[config.mk]
export PLATFORM = sky130hd
export DESIGN_NAME = iso7816_rx_char_flat
export DESIGN_NICKNAME = d
export VERILOG_FILES = /design/src/rtl/iso7816_pkg.sv /design/src/rtl/iso7816_rx_char_if.sv /design/src/rtl/iso7816_sync_in.sv /design/src/rtl/iso7816_rx_char.sv /design/src/flat_wrapper.sv
export SDC_FILE = /design/constraint.sdc
export NUM_CORES = 1
export LEC_CHECK = 0
export BUFFER_PORTS_ARGS = -buffer_cell sky130_fd_sc_hd__buf_4
export CAP_MARGIN = 5
export CELL_PAD_IN_SITES_DETAIL_PLACEMENT = 0
export CELL_PAD_IN_SITES_GLOBAL_PLACEMENT = 2
export CORE_ASPECT_RATIO = 0.75
export CORE_MARGIN = 8
export CORE_UTILIZATION = 34
export DETAILED_ROUTE_END_ITERATION = 12
export PLACE_DENSITY = 0.88
export SYNTH_ARGS = -nofsm -noshare
export SYNTH_HDL_FRONTEND = slang
export SYNTH_HIERARCHICAL = 1
export SYNTH_SLANG_ARGS = --single-unit
[constraint.sdc]
create_clock -name clk -period 1.9 [get_ports clk]
set_clock_uncertainty 0.2 [all_clocks]
set_input_delay 0.38 -clock clk [delete_from_list [all_inputs] [get_ports clk]]
set_output_delay 0.38 -clock clk [all_outputs]
set_load 0.02 [all_outputs]
[src/rtl/iso7816_pkg.sv]
// Shared constants for the ISO7816 character receiver.
//   - Receiver state encoding (plain localparams so legacy tools can read them)
//   - Character geometry: data bit count
//   - Error-signal (io_oe) duration in etu
package iso7816_pkg;

    localparam int unsigned DATA_BITS = 8;
    localparam int unsigned ERR_ETU   = 1;

    typedef logic [2:0] state_t;

    localparam state_t S_IDLE   = 3'd0;
    localparam state_t S_START  = 3'd1;
    localparam state_t S_DATA   = 3'd2;
    localparam state_t S_PARITY = 3'd3;
    localparam state_t S_GUARD  = 3'd4;
    localparam state_t S_ERR    = 3'd5;

endpackage

[src/rtl/iso7816_rx_char_if.sv]
// Character result bundle of the ISO7816 receiver.
//   out_data : received byte, decoded to the selected convention
//   out_stb  : one-cycle pulse, result valid
//   out_perr : parity error on the character
//   out_ferr : guard sample found the line low
// master = receiver side (drives), slave = consumer side.
interface iso7816_rx_char_if;

    logic [7:0] out_data;
    logic       out_stb;
    logic       out_perr;
    logic       out_ferr;

    modport master (
        output out_data,
        output out_stb,
        output out_perr,
        output out_ferr
    );

    modport slave (
        input out_data,
        input out_stb,
        input out_perr,
        input out_ferr
    );

endinterface

[src/rtl/iso7816_sync_in.sv]
// I/O line synchronizer with falling-edge detect.
//   clk, rst : clock and synchronous active-high reset
//   io_in    : asynchronous line level
//   line     : synchronized line level
//   fall     : one-cycle pulse on a synchronized high-to-low transition
// Flops reset to 1 (idle line) so a line that is low at reset release
// does not look like a start edge.
module iso7816_sync_in #(
    parameter int unsigned SYNC_STAGES = 2
) (
    input  logic clk,
    input  logic rst,
    input  logic io_in,
    output logic line,
    output logic fall
);

    logic [SYNC_STAGES-1:0] sync_q, sync_d;
    logic                   prev_q, prev_d;

    always_comb begin
        sync_d = {sync_q[SYNC_STAGES-2:0], io_in};
        prev_d = sync_q[SYNC_STAGES-1];
    end

    always_ff @(posedge clk) begin
        if (rst) begin
            sync_q <= '1;
            prev_q <= 1'b1;
        end else begin
            sync_q <= sync_d;
            prev_q <= prev_d;
        end
    end

    assign line = sync_q[SYNC_STAGES-1];
    assign fall = prev_q & ~line;

endmodule

[src/rtl/iso7816_rx_char.sv]
// ISO7816 character receiver.
//   clk, rst          : clock, synchronous active-high reset
//   io_in / io_oe     : I/O line level in; io_oe=1 pulls the line low (error signal)
//   stb_rx            : mid-bit sample strobe from the baud generator
//   brg_sync/run/txrx : baud generator phase-align pulse, run enable, direction (0=rx)
//   cfg_inverse, en   : inverse convention select, receive enable
//   out_if            : character result (data, strobe, parity/framing errors)
// Build option: define ISO7816_RX_ERRSIG_EN to include the ERR state and the
// io_oe error-signal drive; otherwise io_oe is tied low and parity errors are
// only reported on out_perr.
module iso7816_rx_char
    import iso7816_pkg::*;
#(
    parameter int unsigned SYNC_STAGES = 2
) (
    input  logic                     clk,
    input  logic                     rst,
    input  logic                     io_in,
    output logic                     io_oe,
    input  logic                     stb_rx,
    output logic                     brg_sync,
    output logic                     brg_run,
    output logic                     brg_txrx,
    input  logic                     cfg_inverse,
    input  logic                     en,
    iso7816_rx_char_if.master        out_if
);

    logic line, fall, bit_val;

    state_t     state_q, state_d;
    logic [2:0] bit_cnt_q, bit_cnt_d;
    logic [7:0] shreg_q, shreg_d;
    logic       par_q, par_d;
    logic [7:0] out_data_q, out_data_d;
    logic       out_stb_q, out_stb_d;
    logic       out_perr_q, out_perr_d;
    logic       out_ferr_q, out_ferr_d;
`ifdef ISO7816_RX_ERRSIG_EN
    logic       io_oe_q, io_oe_d;
    logic [1:0] etu_cnt_q, etu_cnt_d;
`endif

    iso7816_sync_in #(
        .SYNC_STAGES(SYNC_STAGES)
    ) u_sync (
        .clk  (clk),
        .rst  (rst),
        .io_in(io_in),
        .line (line),
        .fall (fall)
    );

    // Inverse convention: line low = 1
    assign bit_val = line ^ cfg_inverse;

    always_comb begin
        state_d    = state_q;
        bit_cnt_d  = bit_cnt_q;
        shreg_d    = shreg_q;
        par_d      = par_q;
        out_data_d = out_data_q;
        out_stb_d  = 1'b0;
        out_perr_d = out_perr_q;
        out_ferr_d = out_ferr_q;
`ifdef ISO7816_RX_ERRSIG_EN
        io_oe_d    = io_oe_q;
        etu_cnt_d  = etu_cnt_q;
`endif
        if (state_q != S_IDLE && !en) begin
            // Abort beats any coincident sample strobe
            state_d = S_IDLE;
`ifdef ISO7816_RX_ERRSIG_EN
            io_oe_d = 1'b0;
`endif
        end else begin
            case (state_q)
                S_IDLE: begin
                    if (en && fall) state_d = S_START;
                end
                S_START: begin
                    if (stb_rx) begin
                        if (!line) begin
                            state_d   = S_DATA;
                            bit_cnt_d = '0;
                            par_d     = 1'b0;
                        end else begin
                            state_d = S_IDLE;
                        end
                    end
                end
                S_DATA: begin
                    if (stb_rx) begin
                        // Direct: LSB first, shift right. Inverse: MSB first, shift left.
                        shreg_d = cfg_inverse ? {shreg_q[6:0], bit_val}
                                              : {bit_val, shreg_q[7:1]};
                        par_d   = par_q ^ bit_val;
                        if (bit_cnt_q == 3'(DATA_BITS - 1)) begin
                            state_d   = S_PARITY;
                            bit_cnt_d = '0;
                        end else begin
                            bit_cnt_d = bit_cnt_q + 3'd1;
                        end
                    end
                end
                S_PARITY: begin
                    // First strobe samples the parity bit, second (10.5 etu) decides.
                    if (stb_rx) begin
                        if (bit_cnt_q == 3'd0) begin
                            par_d     = par_q ^ bit_val;
                            bit_cnt_d = 3'd1;
                        end else begin
                            state_d = S_GUARD;
`ifdef ISO7816_RX_ERRSIG_EN
                            if (par_q) begin
                                state_d    = S_ERR;
                                io_oe_d    = 1'b1;
                                etu_cnt_d  = '0;
                                out_stb_d  = 1'b1;
                                out_data_d = shreg_q;
                                out_perr_d = 1'b1;
                                out_ferr_d = 1'b0;
                            end
`endif
                        end
                    end
                end
                S_GUARD: begin
                    if (stb_rx) begin
                        state_d    = S_IDLE;
                        out_stb_d  = 1'b1;
                        out_data_d = shreg_q;
                        out_perr_d = par_q;
                        out_ferr_d = ~line;
                    end
                end
`ifdef ISO7816_RX_ERRSIG_EN
                S_ERR: begin
                    if (stb_rx) begin
                        if (etu_cnt_q == 2'(ERR_ETU - 1)) begin
                            state_d = S_IDLE;
                            io_oe_d = 1'b0;
                        end else begin
                            etu_cnt_d = etu_cnt_q + 2'd1;
                        end
                    end
                end
`endif
                default: state_d = S_IDLE;
            endcase
        end
    end

    always_ff @(posedge clk) begin
        if (rst) begin
            state_q    <= S_IDLE;
            bit_cnt_q  <= '0;
            shreg_q    <= '0;
            par_q      <= 1'b0;
            out_data_q <= '0;
            out_stb_q  <= 1'b0;
            out_perr_q <= 1'b0;
            out_ferr_q <= 1'b0;
`ifdef ISO7816_RX_ERRSIG_EN
            io_oe_q    <= 1'b0;
            etu_cnt_q  <= '0;
`endif
        end else begin
            state_q    <= state_d;
            bit_cnt_q  <= bit_cnt_d;
            shreg_q    <= shreg_d;
            par_q      <= par_d;
            out_data_q <= out_data_d;
            out_stb_q  <= out_stb_d;
            out_perr_q <= out_perr_d;
            out_ferr_q <= out_ferr_d;
`ifdef ISO7816_RX_ERRSIG_EN
            io_oe_q    <= io_oe_d;
            etu_cnt_q  <= etu_cnt_d;
`endif
        end
    end

    assign brg_sync = ~rst & en & fall & (state_q == S_IDLE);
    assign brg_run  = (state_q != S_IDLE);
    assign brg_txrx = 1'b0;
`ifdef ISO7816_RX_ERRSIG_EN
    assign io_oe = io_oe_q;
`else
    assign io_oe = 1'b0;
`endif

    assign out_if.out_data = out_data_q;
    assign out_if.out_stb  = out_stb_q;
    assign out_if.out_perr = out_perr_q;
    assign out_if.out_ferr = out_ferr_q;

endmodule

[src/flat_wrapper.sv]
// flat-port wrapper written by rule: the top's interface ports become plain ports
module iso7816_rx_char_flat import iso7816_pkg::*;
#(
    parameter int unsigned SYNC_STAGES = 2
)
  (clk, rst, io_in, io_oe, stb_rx, brg_sync, brg_run, brg_txrx, cfg_inverse, en, out_if_out_data, out_if_out_stb, out_if_out_perr, out_if_out_ferr);
  iso7816_rx_char_if out_if_i ();
  input  logic clk;
  input  logic rst;
  input  logic io_in;
  output logic io_oe;
  input  logic stb_rx;
  output logic brg_sync;
  output logic brg_run;
  output logic brg_txrx;
  input  logic cfg_inverse;
  input  logic en;
  output wire logic [$bits(out_if_i.out_data)-1:0] out_if_out_data;
  output wire logic [$bits(out_if_i.out_stb)-1:0] out_if_out_stb;
  output wire logic [$bits(out_if_i.out_perr)-1:0] out_if_out_perr;
  output wire logic [$bits(out_if_i.out_ferr)-1:0] out_if_out_ferr;
  assign out_if_out_data = out_if_i.out_data;
  assign out_if_out_stb = out_if_i.out_stb;
  assign out_if_out_perr = out_if_i.out_perr;
  assign out_if_out_ferr = out_if_i.out_ferr;
  iso7816_rx_char #(.SYNC_STAGES(SYNC_STAGES)) u_core (.clk(clk), .rst(rst), .io_in(io_in), .io_oe(io_oe), .stb_rx(stb_rx), .brg_sync(brg_sync), .brg_run(brg_run), .brg_txrx(brg_txrx), .cfg_inverse(cfg_inverse), .en(en), .out_if(out_if_i));
endmodule
=== Word level (Yosys, flattened, before mapping) ===
Cells that the tools add are included.

* Bits in writable memories: 0
* Bits in latches: 0
* Register bits after elaboration: 29
* Memory bits (read-only): 0
* Memories kept: 0

* Reduce and logical (&&, ||, !) cells: 13
* Multipliers: 0
* $lt $le $gt $ge: 0
* Equal/unequal tests: 14
* Bitwise operators: 10
* Mux-type cells: 24
* Shift operators: 0
* Divide/modulo/power cells: 0
* Add/subtract/negate cells: 1

{| class="wikitable"
|+ Operator list
! kind !! count
|-
| 2-to-1 mux 3 bit || 13
|-
| case mux 3 bit (5 select lines) || 1
|-
| AND reduction 7 bit || 2
|-
| inequality test 2 bit, second input constant || 6
|-
| case mux 3 bit (3 select lines) || 1
|-
| 2-to-1 mux 8 bit || 1
|-
| == test 3 x 2 -> 1 bit, second input constant || 2
|-
| == test 3 bit, second input constant || 2
|-
| zero test 3 bit || 2
|-
| 2-to-1 mux 1 bit || 6
|-
| inequality test 2 x 1 -> 1 bit, second input constant || 3
|-
| AND reduction 3 bit || 2
|-
| nonzero test 3 bit || 2
|-
| bitwise AND 1 bit || 4
|-
| inverter 1 bit || 4
|-
| adder 3 x 1 -> 3 bit, second input constant || 1
|-
| == test 3 x 1 -> 1 bit, second input constant || 1
|-
| case mux 1 bit (3 select lines) || 1
|-
| OR reduction 3 bit || 1
|-
| logical AND 1 bit || 2
|-
| 2-to-1 mux 2 bit || 1
|-
| OR reduction 2 bit || 1
|-
| bitwise XOR 1 bit || 2
|-
| zero test 1 bit || 1
|}

=== Logic depth before layout (Yosys ltp) ===
Gate-level depths: netlist of run 1.

* Depth in word-level cells: 5
* Mapped depth: 6

=== By module ===
Netlist of run 1, hierarchy kept.

{| class="wikitable"
|+ By module, submodules not included
! module !! cells an instance !! area each (µm²) !! sequential area each (µm²) !! instances
|-
| iso7816_rx_char || 132 || 1268.7 || 520.5 || 1
|-
| iso7816_sync_in || 7 || 85.1 || 60.1 || 1
|}

=== Worst setup path before layout of run 1 ===
OpenSTA, ideal clock, no wires.

* Path type: reg-to-output
* Start point: register u_core.state_q[1]
* End point: output brg_sync
* Slack: -0.070 ns
* Buffers on the path: 1
* Arrival: 1.390 ns
* Data required time: 1.320 ns
* Cell stages (with the launch flop): 5
* Path through: dfxtp_1 buf_2 nor2_1 nand2_1 nor3_1

* Cells in the longest elaborated chain, start to end: 2

{| class="wikitable"
|+ Ends and longest elaborated chain
! element !! RTL line !! RTL
|-
| start, declared || iso7816_rx_char.sv:31 || <nowiki>state_t state_q, state_d;</nowiki>
|-
| start signal, assigned || iso7816_rx_char.sv:169 || <nowiki>state_q <= state_d;</nowiki>
|-
| zero test 3 bit || iso7816_rx_char.sv:184 || <nowiki>assign brg_sync = ~rst & en & fall & (state_q == S_IDLE);</nowiki>
|-
| bitwise AND 1 bit || iso7816_rx_char.sv:184 ||
|-
| end, declared || flat_wrapper.sv:13 || <nowiki>output logic brg_sync;</nowiki>
|}

No other way between the ends.

=== Worst setup path in the final report of run 1 ===
* Start point: register u_core.state_q[0]
* End point: output brg_sync

The elaborated chain is that of the path after synthesis.

==> results of run 1 <==
[final timing paths]
path                                           endpoint               startpoint  slack, ps
worst min register to register  u_core/u_sync/sync_q[1]  u_core/u_sync/sync_q[0]        210
worst max register to register             u_core/par_q      u_core/bit_cnt_q[0]        230
worst min-delay path            u_core/u_sync/sync_q[0]                    io_in         80
worst max-delay path                           brg_sync        u_core/state_q[0]         90
[synth_stat cells]
master and instances:
buf_4 2, buf_1 1, nor3_4 1, nor2_1 23, nand4bb_1 1, a21oi_1 5
nor2_4 1, a211oi_2 4, nand3b_1 2, dfxtp_1 29, nor2_2 4, nor4_1 1
clkbuf_1 2, mux2i_1 17, buf_8 1, a32oi_1 1, o32ai_1 1, buf_2 2
inv_2 1, o221ai_2 1, nand3_1 1, o2111ai_1 1, a211oi_1 5, conb_1 1
buf_6 1, nand3b_4 1, ha_1 3, inv_1 3, and3b_2 1, nor3_1 2
a311oi_1 1, nor2b_1 3, nand2b_1 2, xnor2_1 1, o21ai_0 5, or2_1 3
nand2_1 4, nand4_1 1
[state kept, by name, indices dropped and copies added, names as in the netlist]
signal,cells
u_core/bit_cnt_q,3
u_core/out_if.out_data,8
u_core/out_if.out_ferr,1
u_core/out_if.out_perr,1
u_core/out_if.out_stb,1
u_core/par_q,1
u_core/shreg_q,8
u_core/state_q,3
u_core/u_sync/prev_q,1
u_core/u_sync/sync_q,2
[power by group through the flow]
| stage | registers, uW | clock network [uW] | logic [uW] |
|---|---|---|---|
| final | 616 | 486 | 59.4 |
| after global routing | 616 | 537 | 64.5 |
| after CTS | 616 | 511 | 59.2 |
| after detailed placement | 629 | 0 | 59.3 |
| after global placement | 629 | 0 | 57.9 |
| after floorplan | 628 | 0 | 43.8 |
[critical path, stage by stage, from the launching register on]
cell	delay [ps]
dfxtp_2	370
nor2_2	170
nand2_1	100
nor3_2	150
buf_4	160
[metal layers]
metal	vias to the layer above	share of wire (%)	GRT usage (%)
met3	4	5.3	3.36
met2	29	45	13.4
met5	-	0	0
li1	523	-	-
met4	0	1.4	5.05
met1	494	48	11.9
[per-stage QoR]
stage	instance area (um^2)	std cells	hold WS [ps]
6_report	1610	214	76.2
5_1_grt	1610	214	72.3
4_1_cts	1610	214	65.4
3_5_place_dp	1520	206	204
3_3_place_gp	1520	206	191
2_1_floorplan	1360	140	185
[area by class of cell]
type / instances / area [um^2] / share of cell area, %
Inverter: 4 / 15.0 / 0.932
Clock buffer: 5 / 68.8 / 4.27
Tap cell: 55 / 68.8 / 4.27
Multi-Input combinational cell: 98 / 707 / 43.9
Timing Repair Buffer: 20 / 150 / 9.32
Sequential cell: 29 / 583 / 36.2
Clock inverter: 3 / 17.5 / 1.09
[repair_timing]
action                                  CTS  global route
cloned                                    0             0
buffers inserted                          0             0
pin swaps                                 0             1
resized for setup                         1             2
endpoints found under the setup margin    1             1
[logic make-up after synthesis]
| group | after synthesis | synth area share (%) |
|---|---|---|
| AO/OA/AOI/OAI | 24 | 13.9 |
| adder cells (fa/ha/maj) | 3 | 2.77 |
| XOR/XNOR | 1 | 0.647 |
| multiplexers | 17 | 12.6 |
| buffers and inverters | 13 | 5.73 |
| flip-flops | 29 | 42.9 |
| other | 1 | 0.277 |
| AND/OR/NAND/NOR | 51 | 21.3 |
[cells in the final DEF (no fill, tap or decap), types with 3 or more instances in the layout]
cell type / count
a21oi_1: 5
nor2b_1: 3
dfxtp_1: 27
nand2_1: 4
clkbuf_8: 5
o21ai_0: 5
a211oi_2: 4
inv_1: 3
nor2_2: 5
nor2_1: 22
a211oi_1: 5
mux2i_1: 17
ha_1: 3
or2_1: 3
buf_4: 20
==> results_dict.tcl, run 1 <==
set metrics [dict create \
    n_fill_cell 417 \
    cts_buffers 5 \
    finalHoldViolations 0 \
    grt_overflow 0 \
    antenna_left 0 \
    ir_worst_vdd_mv 0.448 \
    path_max_fanout 8 \
    power_density_nw_per_um2 722 \
    clkPwrFrac_pct 41.8 \
    yosysSeqAreaShare_pct 42.9 \
    cts_root_buf "clkbuf_8" \
    swShare_pct 23.7 \
    maxCapViolCount 0 \
    grt_pass1_vias 979 \
    start_kind "flop" \
    clockBufferDepth 2 \
    cts_tree "built" \
    ys_types 38 \
    nets 167 \
    final_max_slew_viol_count 0 \
    period_needed_ps 1810 \
    grtUsageTotal_pct 9.39 \
    h-tree-depth 2 \
    drtIter0Drc 70 \
    yosysTopAreaCellShare_pct 42.9 \
    syn_area_per_cell_um2 9.74 \
    path_class "flop to output pin" \
    die_w_um 88.9 \
    synth_area_leaders "dfxtp_1, mux2i_1, nor2_1, a211oi_2, a211oi_1" \
    diodes 0 \
    ios 21 \
    place_congestion 0.786 \
    min_path_cells 2 \
    drt-total-wl_mm 2.77 \
    fin_util_pct 41.0 \
    ys_ff_latch 29 \
    required_ps 1320 \
    coreArea_um2 3930 \
    fin_crit_sh_pct 95.0 \
    arrival_ps 1230 \
    syn-cell-area_um2 1350 \
    cts_sinks 29 \
    power.internal_uw 886 \
    p_leak_uw 0.000590 \
    grt_max_degree 32 \
    rsz0062_at_grt "no" \
    cp-end-kind "output pin" \
    combPwrFrac_pct 5.1 \
    rr_worst_depth 6 \
    drive_above_1_share_pct 28.9 \
    fp.dieH_um 70.6 \
    dr_total_vias 1050 \
    grt_pass1_wl_mm 4.59 \
    viasPerCell 4.91 \
    finalPower_uw 1160 \
    fp-row-count 20 \
    p_seq_share_pct 53.0 \
    detail_route.wl_per_cell_um 12.9 \
    clock_latency_ps 280 \
    power.switching_uw 276 \
    ys_warn_count 6 \
    netlist_instances 139 \
    port_buffers 18 \
    cts_hold_buf 0 \
    setup_ws_ps 94.2 \
    antenna_found_initial 0 \
    dr.pass1.iters 4 \
    syn2layout_area_growth_pct 18.9 \
    setup_viol 0 \
    initial_core_util_pct 34.5 \
    dpl_worst_slack_ps 232 \
    dieArea_um2 6280 \
    clk_pin_slew_ps 60 \
    drc 0 \
    place_hpwl_mm 1.91 \
    finalSetupTns_ps 0 \
    hp-class "input pin to flop" \
    synth_top_area_cell "dfxtp_1" \
    fmax_mhz 554 \
    outcome "finished, final reports clean" \
]
Note: power is estimated with default switching activity, not from simulation.
==> run 2: changes to the inputs <==
PLACE_DENSITY = unset   (was 0.88)
PLACE_DENSITY_LB_ADDON = 0.1   (was unset)
==> results_dict.tcl, run 2 (synthesis gave the netlist of run 1 again) <==
set metrics [dict create \
    startpoint "u_core/state_q[0]" \
    grt_pass1_vias 968 \
    fmax_mhz 558 \
    layout_common_cells "dfxtp_1, nor2_1, buf_4" \
    finalSetupTns_ps 0 \
    cts_buffers 5 \
    maxCapViolCount 0 \
    ir_worst_vdd_mv 0.388 \
    clock_latency_ps 270 \
    grt_max_degree 32 \
    nets 168 \
    coreArea_um2 3930 \
    r2r_start "u_core/bit_cnt_q[0]" \
    fin_util_pct 41.7 \
    drtIter0Drc 61 \
    grt_overflow 0 \
    hold_start "io_in" \
    diodes 0 \
    dr_total_vias 1032 \
    path_class "flop to output pin" \
    finalHoldViolations 0 \
    viasPerCell 4.80 \
    port_buffers 18 \
    fp-row-count 20 \
    grt_pass1_wl_mm 4.74 \
    p_leak_uw 0.000602 \
    arrival_ps 1210 \
    die_w_um 88.9 \
    antenna_found_initial 0 \
    cts_root_buf "clkbuf_8" \
    final_max_slew_viol_count 0 \
    h-tree-depth 2 \
    syn2layout_area_growth_pct 21.1 \
    path_max_fanout 8 \
    outcome "finished, final reports clean" \
    antenna_left 0 \
    power_density_nw_per_um2 700 \
    cts_sinks 29 \
    clockBufferDepth 2 \
    dieArea_um2 6280 \
    setup_viol 0 \
    drt-total-wl_mm 2.75 \
    grtUsageTotal_pct 9.77 \
    fp.dieH_um 70.6 \
    hp-class "input pin to flop" \
    cp-end-kind "output pin" \
    period_needed_ps 1790 \
    post_dp_cell_area_um2 1550 \
    ios 21 \
    drc 0 \
    rsz0062_at_grt "no" \
    drive_above_1_share_pct 28.7 \
    start_kind "flop" \
    clk_pin_slew_ps 60 \
    fin_crit_sh_pct 94.4 \
    final_common_cell "dfxtp_1" \
    detail_route.wl_per_cell_um 12.8 \
    place_hpwl_mm 1.94 \
    place_congestion 0.740 \
    cts_hold_buf 0 \
    dr.pass1.iters 4 \
    fin_area_um2 1640 \
    cts_tree "built" \
    required_ps 1320 \
    initial_core_util_pct 34.5 \
]
[run 2: path summary, 6_finish.rpt]
kind	to	slack (ps)	depth (start not counted)
worst max register to register	u_core/par_q	180	6
worst min register to register	u_core/u_sync/sync_q[1]	210	1
worst max-delay path	brg_sync	110	4
worst min-delay path	u_core/u_sync/sync_q[0]	90	2
[run 2: final cells by class]
class / count / area, um^2
tap: 55 / 68.8
multi-input combinational: 98 / 707
timing repair buffer: 21 / 183
sequential: 29 / 583
clock inverter: 2 / 10.0
clock buffer: 6 / 72.6
fill: 407 / 2290
inverter: 4 / 15.0
[run 2: timing repair]
action,CTS,global route
resized for setup,1,2
pin swaps,0,1
setup buffers,0,0
endpoints found under the setup margin,1,1
[run 2: per-stage QoR]
stage,instances,setup WS (ps),power [uW],hold slack (ps)
after floorplan,140,89.7,672,185
after global placement,207,284,688,190
after detailed placement,207,226,688,197
after CTS,215,33.4,1170,75.6
after global routing,215,10.5,1210,78.8
final,215,107,1150,85.7
[run 2: routing by layer]
metal / part of all wire, % / vias to the layer above / routed length [um] / GRT usage (%)
li1: - / 521 / - / -
met1: 51 / 488 / 1400 / 13.5
met2: 42 / 21 / 1150 / 12.3
met3: 6.3 / 2 / 173 / 4.28
met4: 0.51 / 0 / 14 / 4.49
met5: 0 / - / 0 / 0
[run 2: power breakdown]
group	switching, uW	total [uW]	leakage (uW)	internal [uW]
combinational	36.4	59.1	0.000322	22.7
sequential	4.50	616	0.000235	612
clock	219	472	0.0000450	253
total	260	1150	0.000602	887
[run 2: worst max-delay path: stages (launching register included)]
cell	delay [ps]
dfxtp_2	360
nor2_2	170
nand2_1	100
nor3_2	150
buf_4	160
